$ cat src/rtl/color_lut_arb_if.sv
// Request/response/LUT bundle for color_lut_arb. The slave side is the arbiter.
// The master side is the two renderers plus the external colour LUT.
interface color_lut_arb_if #(
   parameter int unsigned TYPE_W  = 3,
   parameter int unsigned COLOR_W = 12
);
   logic               req0_valid;
   logic [TYPE_W-1:0]  req0_type;
   logic               req0_ready;
   logic               req1_valid;
   logic [TYPE_W-1:0]  req1_type;
   logic               req1_ready;
   logic [TYPE_W-1:0]  lut_type;
   logic [COLOR_W-1:0] lut_color;
   logic               rsp0_valid;
   logic [COLOR_W-1:0] rsp0_color;
   logic               rsp1_valid;
   logic [COLOR_W-1:0] rsp1_color;

   modport slave (
      input  req0_valid, req0_type, req1_valid, req1_type, lut_color,
      output req0_ready, req1_ready, lut_type,
      output rsp0_valid, rsp0_color, rsp1_valid, rsp1_color
   );

   modport master (
      output req0_valid, req0_type, req1_valid, req1_type, lut_color,
      input  req0_ready, req1_ready, lut_type,
      input  rsp0_valid, rsp0_color, rsp1_valid, rsp1_color
   );
endinterface

$ cat src/rtl/color_lut_arb.sv
// Two-requester arbiter sharing one combinational colour LUT, with 1-cycle registered responses.
// Define COLOR_ARB_FIXED_PRIO_EN for fixed priority to requester 0; otherwise round-robin.
module color_lut_arb #(
   parameter int unsigned TYPE_W  = 3,
   parameter int unsigned COLOR_W = 12,
   parameter int unsigned CNT_W   = 8
) (
   input  logic             clk,
   input  logic             rst_n,
   color_lut_arb_if.slave   bus,
   output logic [CNT_W-1:0] contend_cnt
);

   logic gnt0;
   logic gnt1;
   logic both;

   assign both = bus.req0_valid && bus.req1_valid;

`ifdef COLOR_ARB_FIXED_PRIO_EN
   always_comb begin
      gnt0 = 1'b0;
      gnt1 = 1'b0;
      if (rst_n) begin
         gnt0 = bus.req0_valid;
         gnt1 = bus.req1_valid && !bus.req0_valid;
      end
   end
`else
   typedef enum logic {LAST_REQ0, LAST_REQ1} last_t;

   last_t last_q;
   last_t last_d;

   // Reset to LAST_REQ1 so requester 0 wins the first conflict.
   always_ff @(posedge clk) begin
      if (!rst_n) begin
         last_q <= LAST_REQ1;
      end else begin
         last_q <= last_d;
      end
   end

   always_comb begin
      gnt0   = 1'b0;
      gnt1   = 1'b0;
      last_d = last_q;
      if (rst_n) begin
         if (both) begin
            gnt0 = (last_q == LAST_REQ1);
            gnt1 = (last_q == LAST_REQ0);
         end else begin
            gnt0 = bus.req0_valid;
            gnt1 = bus.req1_valid;
         end
         if (gnt0) begin
            last_d = LAST_REQ0;
         end else if (gnt1) begin
            last_d = LAST_REQ1;
         end
      end
   end
`endif

   assign bus.req0_ready = gnt0;
   assign bus.req1_ready = gnt1;

   always_comb begin
      bus.lut_type = '0;
      if (gnt0) begin
         bus.lut_type = bus.req0_type;
      end else if (gnt1) begin
         bus.lut_type = bus.req1_type;
      end
   end

   always_ff @(posedge clk) begin
      if (!rst_n) begin
         bus.rsp0_valid <= 1'b0;
         bus.rsp1_valid <= 1'b0;
         bus.rsp0_color <= '0;
         bus.rsp1_color <= '0;
         contend_cnt    <= '0;
      end else begin
         bus.rsp0_valid <= gnt0;
         bus.rsp1_valid <= gnt1;
         if (gnt0) begin
            bus.rsp0_color <= bus.lut_color;
         end
         if (gnt1) begin
            bus.rsp1_color <= bus.lut_color;
         end
         if (both && (contend_cnt != '1)) begin
            contend_cnt <= contend_cnt + 1'b1;
         end
      end
   end

endmodule

$ cat src/flat_wrapper.sv
// flat-port wrapper written by rule: the top's interface ports become plain ports
module color_lut_arb_flat 
#(
   parameter int unsigned TYPE_W  = 3,
   parameter int unsigned COLOR_W = 12,
   parameter int unsigned CNT_W   = 8
)
  (clk, rst_n, contend_cnt, bus_req0_valid, bus_req0_type, bus_req1_valid, bus_req1_type, bus_lut_color, bus_req0_ready, bus_req1_ready, bus_lut_type, bus_rsp0_valid, bus_rsp0_color, bus_rsp1_valid, bus_rsp1_color);
  color_lut_arb_if #(.TYPE_W(TYPE_W), .COLOR_W(COLOR_W)) bus_i ();
  input  logic clk;
  input  logic rst_n;
  output logic [CNT_W-1:0] contend_cnt;
  input wire logic [$bits(bus_i.req0_valid)-1:0] bus_req0_valid;
  input wire logic [$bits(bus_i.req0_type)-1:0] bus_req0_type;
  input wire logic [$bits(bus_i.req1_valid)-1:0] bus_req1_valid;
  input wire logic [$bits(bus_i.req1_type)-1:0] bus_req1_type;
  input wire logic [$bits(bus_i.lut_color)-1:0] bus_lut_color;
  output wire logic [$bits(bus_i.req0_ready)-1:0] bus_req0_ready;
  output wire logic [$bits(bus_i.req1_ready)-1:0] bus_req1_ready;
  output wire logic [$bits(bus_i.lut_type)-1:0] bus_lut_type;
  output wire logic [$bits(bus_i.rsp0_valid)-1:0] bus_rsp0_valid;
  output wire logic [$bits(bus_i.rsp0_color)-1:0] bus_rsp0_color;
  output wire logic [$bits(bus_i.rsp1_valid)-1:0] bus_rsp1_valid;
  output wire logic [$bits(bus_i.rsp1_color)-1:0] bus_rsp1_color;
  assign bus_i.req0_valid = bus_req0_valid;
  assign bus_i.req0_type = bus_req0_type;
  assign bus_i.req1_valid = bus_req1_valid;
  assign bus_i.req1_type = bus_req1_type;
  assign bus_i.lut_color = bus_lut_color;
  assign bus_req0_ready = bus_i.req0_ready;
  assign bus_req1_ready = bus_i.req1_ready;
  assign bus_lut_type = bus_i.lut_type;
  assign bus_rsp0_valid = bus_i.rsp0_valid;
  assign bus_rsp0_color = bus_i.rsp0_color;
  assign bus_rsp1_valid = bus_i.rsp1_valid;
  assign bus_rsp1_color = bus_i.rsp1_color;
  color_lut_arb #(.TYPE_W(TYPE_W), .COLOR_W(COLOR_W), .CNT_W(CNT_W)) u_core (.clk(clk), .rst_n(rst_n), .bus(bus_i), .contend_cnt(contend_cnt));
endmodule
$ cat config.mk
export PLATFORM = sky130hd
export DESIGN_NAME = color_lut_arb_flat
export DESIGN_NICKNAME = d
export VERILOG_FILES = /design/src/rtl/color_lut_arb_if.sv /design/src/rtl/color_lut_arb.sv /design/src/flat_wrapper.sv
export SDC_FILE = /design/constraint.sdc
export NUM_CORES = 1
export LEC_CHECK = 0
export CAP_MARGIN = 40
export CORE_UTILIZATION = 43
export DETAILED_ROUTE_END_ITERATION = 7
export PLACE_DENSITY = 0.83
export SLEW_MARGIN = 20
export SYNTH_ARGS = -nofsm -noshare
export SYNTH_HDL_FRONTEND = slang
export SYNTH_SLANG_ARGS = --single-unit
$ cat constraint.sdc
create_clock -name clk -period 4.8 [get_ports clk]
set_clock_uncertainty 0.15 [all_clocks]
set_input_delay 1.44 -clock clk [delete_from_list [all_inputs] [get_ports clk]]
set_output_delay 1.44 -clock clk [all_outputs]
set_load 0.02 [all_outputs]
==> reports/qor.yml <==
status:
  status: "finished, violations left"
  violations: "design-rule violations"
critical_path:
  arrival_ns: 3.07
  startpoint_type: "primary input"
  r2r_start: "u_core.contend_cnt[0]"
  cp_max_fo: 11
  rr_endpoint: "u_core.contend_cnt[0]"
  endpoint_kind: "primary output"
  rrSetupSlack_ns: 3.16
  path_class: "primary input to primary output"
  required_ns: 3.21
  r2r_cells: 5
clock_tree:
  clkSinkCount: 35
  clockBufferDepth: 2
  cts_tree: "yes"
  clkLatencyLatePin_ns: 0.33
  cts_setup_buffers: 0
  cts-root-buf: "clkbuf_4"
  htreeDepth: 2
  cts_inserted_buffers: 5
  cts.repair.resized: 0
  clk_pin_slew_worst_paths_ns: 0.10
  hold_buffers: 0
placement:
  placed_cell_area_um2: 1968
  numPortBuffers: 60
  place_congestion: 0.7805
  dp_hpwl_um: 2419
  place_ws_ns: 0.03886
detailed_routing:
  drt_iter0_drc: 37
  drc_errors: 1
  viasPerCell: 5.327
  wl_per_cell_um: 13.02
  dr.pass1.iters: 6
  vias: 1385
  totalWireLength_um: 3385
  antenna_left: 0
grt:
  gr-total-overflow: 0
  use_met1: 0.2362
  gr-usage-all-layers: 0.2112
  grt-busiest-layer: "met2"
  grt_use_met3: 0.08929
  grt_max_degree: 25
  grt_pass1_vias: 1253
  antenna_found_initial: 0
  grtUsageMet2: 0.3514
  grt_pass1_wl_um: 5402
floorplan:
  fp.dieW_um: 57.85
  fp.dieH_um: 57.85
  pin_count: 61
  initial_utilization: 0.4702
  core_um2: 2853
  core.rowCount: 19
  die_area_um2: 3347
timing:
  min_period_over_period: 0.9713
  worst_pin_slew_ns: 0.3737
  slew-limit-headroom: 0.7482
  finalCriticalPeriod_ns: 4.662
  whs_ns: 0.3111
  hold_viol_final: 0
  fmax_mhz: 214.5
  tns_ns: 0
  fin_ws_ns: 0.1379
  rsz0062_at_grt: "no"
  finalMaxSlewViolations: 0
  setup_violations: 0
power_and_ir_drop:
  peakVddDrop_v: 0.0001964
  power.leakage_nw: 0.7842
  power_mw: 0.5842
  powerDensity_nw_per_um2: 287.1
synthesis:
  syn_inst: 166
  yosysUniqueCellTypes: 26
  synth_async_sr_flop_share: 0
  yosysSeqAreaShare: 0.5224
  ys_seq_elements: 35
  synth-edff-count: 0
  ys_warn_count: 0
  syn_nets: 189
  synth_area_um2: 1341
  post_synth.cell_area_avg_um2: 8.080
  synth_ff_type: "dfxtp_1"
final_layout:
  area_growth_pct: 51.68
  layout.nets: 251
  num_antenna_cells: 0
  stdcell_area_um2: 2034
  final_cell_mix: "58 x clkdlybuf4s50_1, 54 x nand2_1, 35 x dfxtp_1, 29 x o21ai_0"
  final_common_cell: "clkdlybuf4s50_1"
  fillCellCount: 220
  drive_gt1_frac: 0.06114
min_path:
  hold_path_startpoint: "u_core.bus.rsp0_color[7]"
  hp-class: "register to register"
  min_path_cells: 2
  hold_path_end: "u_core.bus.rsp0_color[7]"
job:
  drv_cap: 0
-- kinds of logic (layout without fill, tap and decap cells) --
group                      count (synthesis)  after routing  synth area share
buffers and inverters                     11             74           0.03731
DFF                                       35             35            0.5224
and+or+nand+nor                           75             75            0.2397
xor gates and xnor gates                   2              2           0.01306
AOI/OAI and AO/OA                         42             42            0.1782
adders and majority gates                  1              1          0.009327
-- routing by layer --
metal | part of all wire | wire (um)
met4 | 0.012 | 41
met3 | 0.10 | 340
met5 | 0 | 0
met2 | 0.47 | 1601
met1 | 0.41 | 1402
-- area by class of cell --
| type | count | area, um2 | area share |
|---|---|---|---|
| Sequential cell | 35 | 700.7 | 0.3444 |
| Timing Repair Buffer | 64 | 635.6 | 0.3124 |
| Multi-Input combinational cell | 120 | 601.8 | 0.2958 |
| Clock buffer | 7 | 45.04 | 0.02214 |
| Tap cell | 31 | 38.79 | 0.01907 |
| Inverter | 2 | 7.507 | 0.003690 |
| Clock inverter | 1 | 5.005 | 0.002460 |
-- how the worst max path moves through the flow --
stage	slack (ns)	startpoint	endpoint	cells past startpoint
4_1_cts	0.03	bus_req1_valid	bus_lut_type[2]	4
3_3_place_gp	0.1	bus_req1_valid	bus_lut_type[1]	4
2_1_floorplan	0.98	rst_n	bus_lut_type[0]	4
6_report	0.14	bus_req0_valid	bus_lut_type[1]	5
5_1_grt	0.02	bus_req0_valid	bus_lut_type[0]	5
3_5_place_dp	0.04	bus_req1_valid	bus_lut_type[2]	4
-- flip-flops by register name (all words and copies together) (netlist names) --
register and cells:
u_core.bus.rsp1_valid 1, u_core.last_q 1, u_core.contend_cnt 8, u_core.bus.rsp1_color 12, u_core.bus.rsp0_color 12, u_core.bus.rsp0_valid 1
-- power breakdown --
group / total [mW] / leakage (nW) / internal [mW] / switching (mW)
registers: 0.317 / 0.287 / 0.307 / 0.00938
clock network: 0.152 / 0.0293 / 0.0571 / 0.0954
logic: 0.115 / 0.468 / 0.0574 / 0.0577
-- worst max-delay path, stage by stage --
cell and delay, ns:
clkdlybuf4s50_1 0.48, nand2_1 0.14, and3_4 0.27, a22o_1 0.14, clkdlybuf4s50_1 0.60
-- synth_stat cells, types with 2 or more instances --
master / number / share of area
xor2_1: 2 / 0.013
and3_2: 2 / 0.011
nand3_1: 4 / 0.015
nand4_1: 3 / 0.014
nor2_1: 4 / 0.011
dfxtp_1: 35 / 0.52
clkbuf_1: 4 / 0.011
inv_1: 2 / 0.0056
a21oi_1: 5 / 0.019
nor3_1: 3 / 0.011
a22o_1: 3 / 0.020
buf_2: 4 / 0.015
nand2_1: 54 / 0.15
o21ai_0: 29 / 0.11
-- metrics by stage --
stage / instances / utilization
detailed placement: 252 / 0.6899
global route: 260 / 0.7132
global placement: 252 / 0.6899
floorplan: 166 / -
CTS: 260 / 0.7075
finish: 260 / 0.7132
No activity file was read; power rests on OpenSTA's default activity.
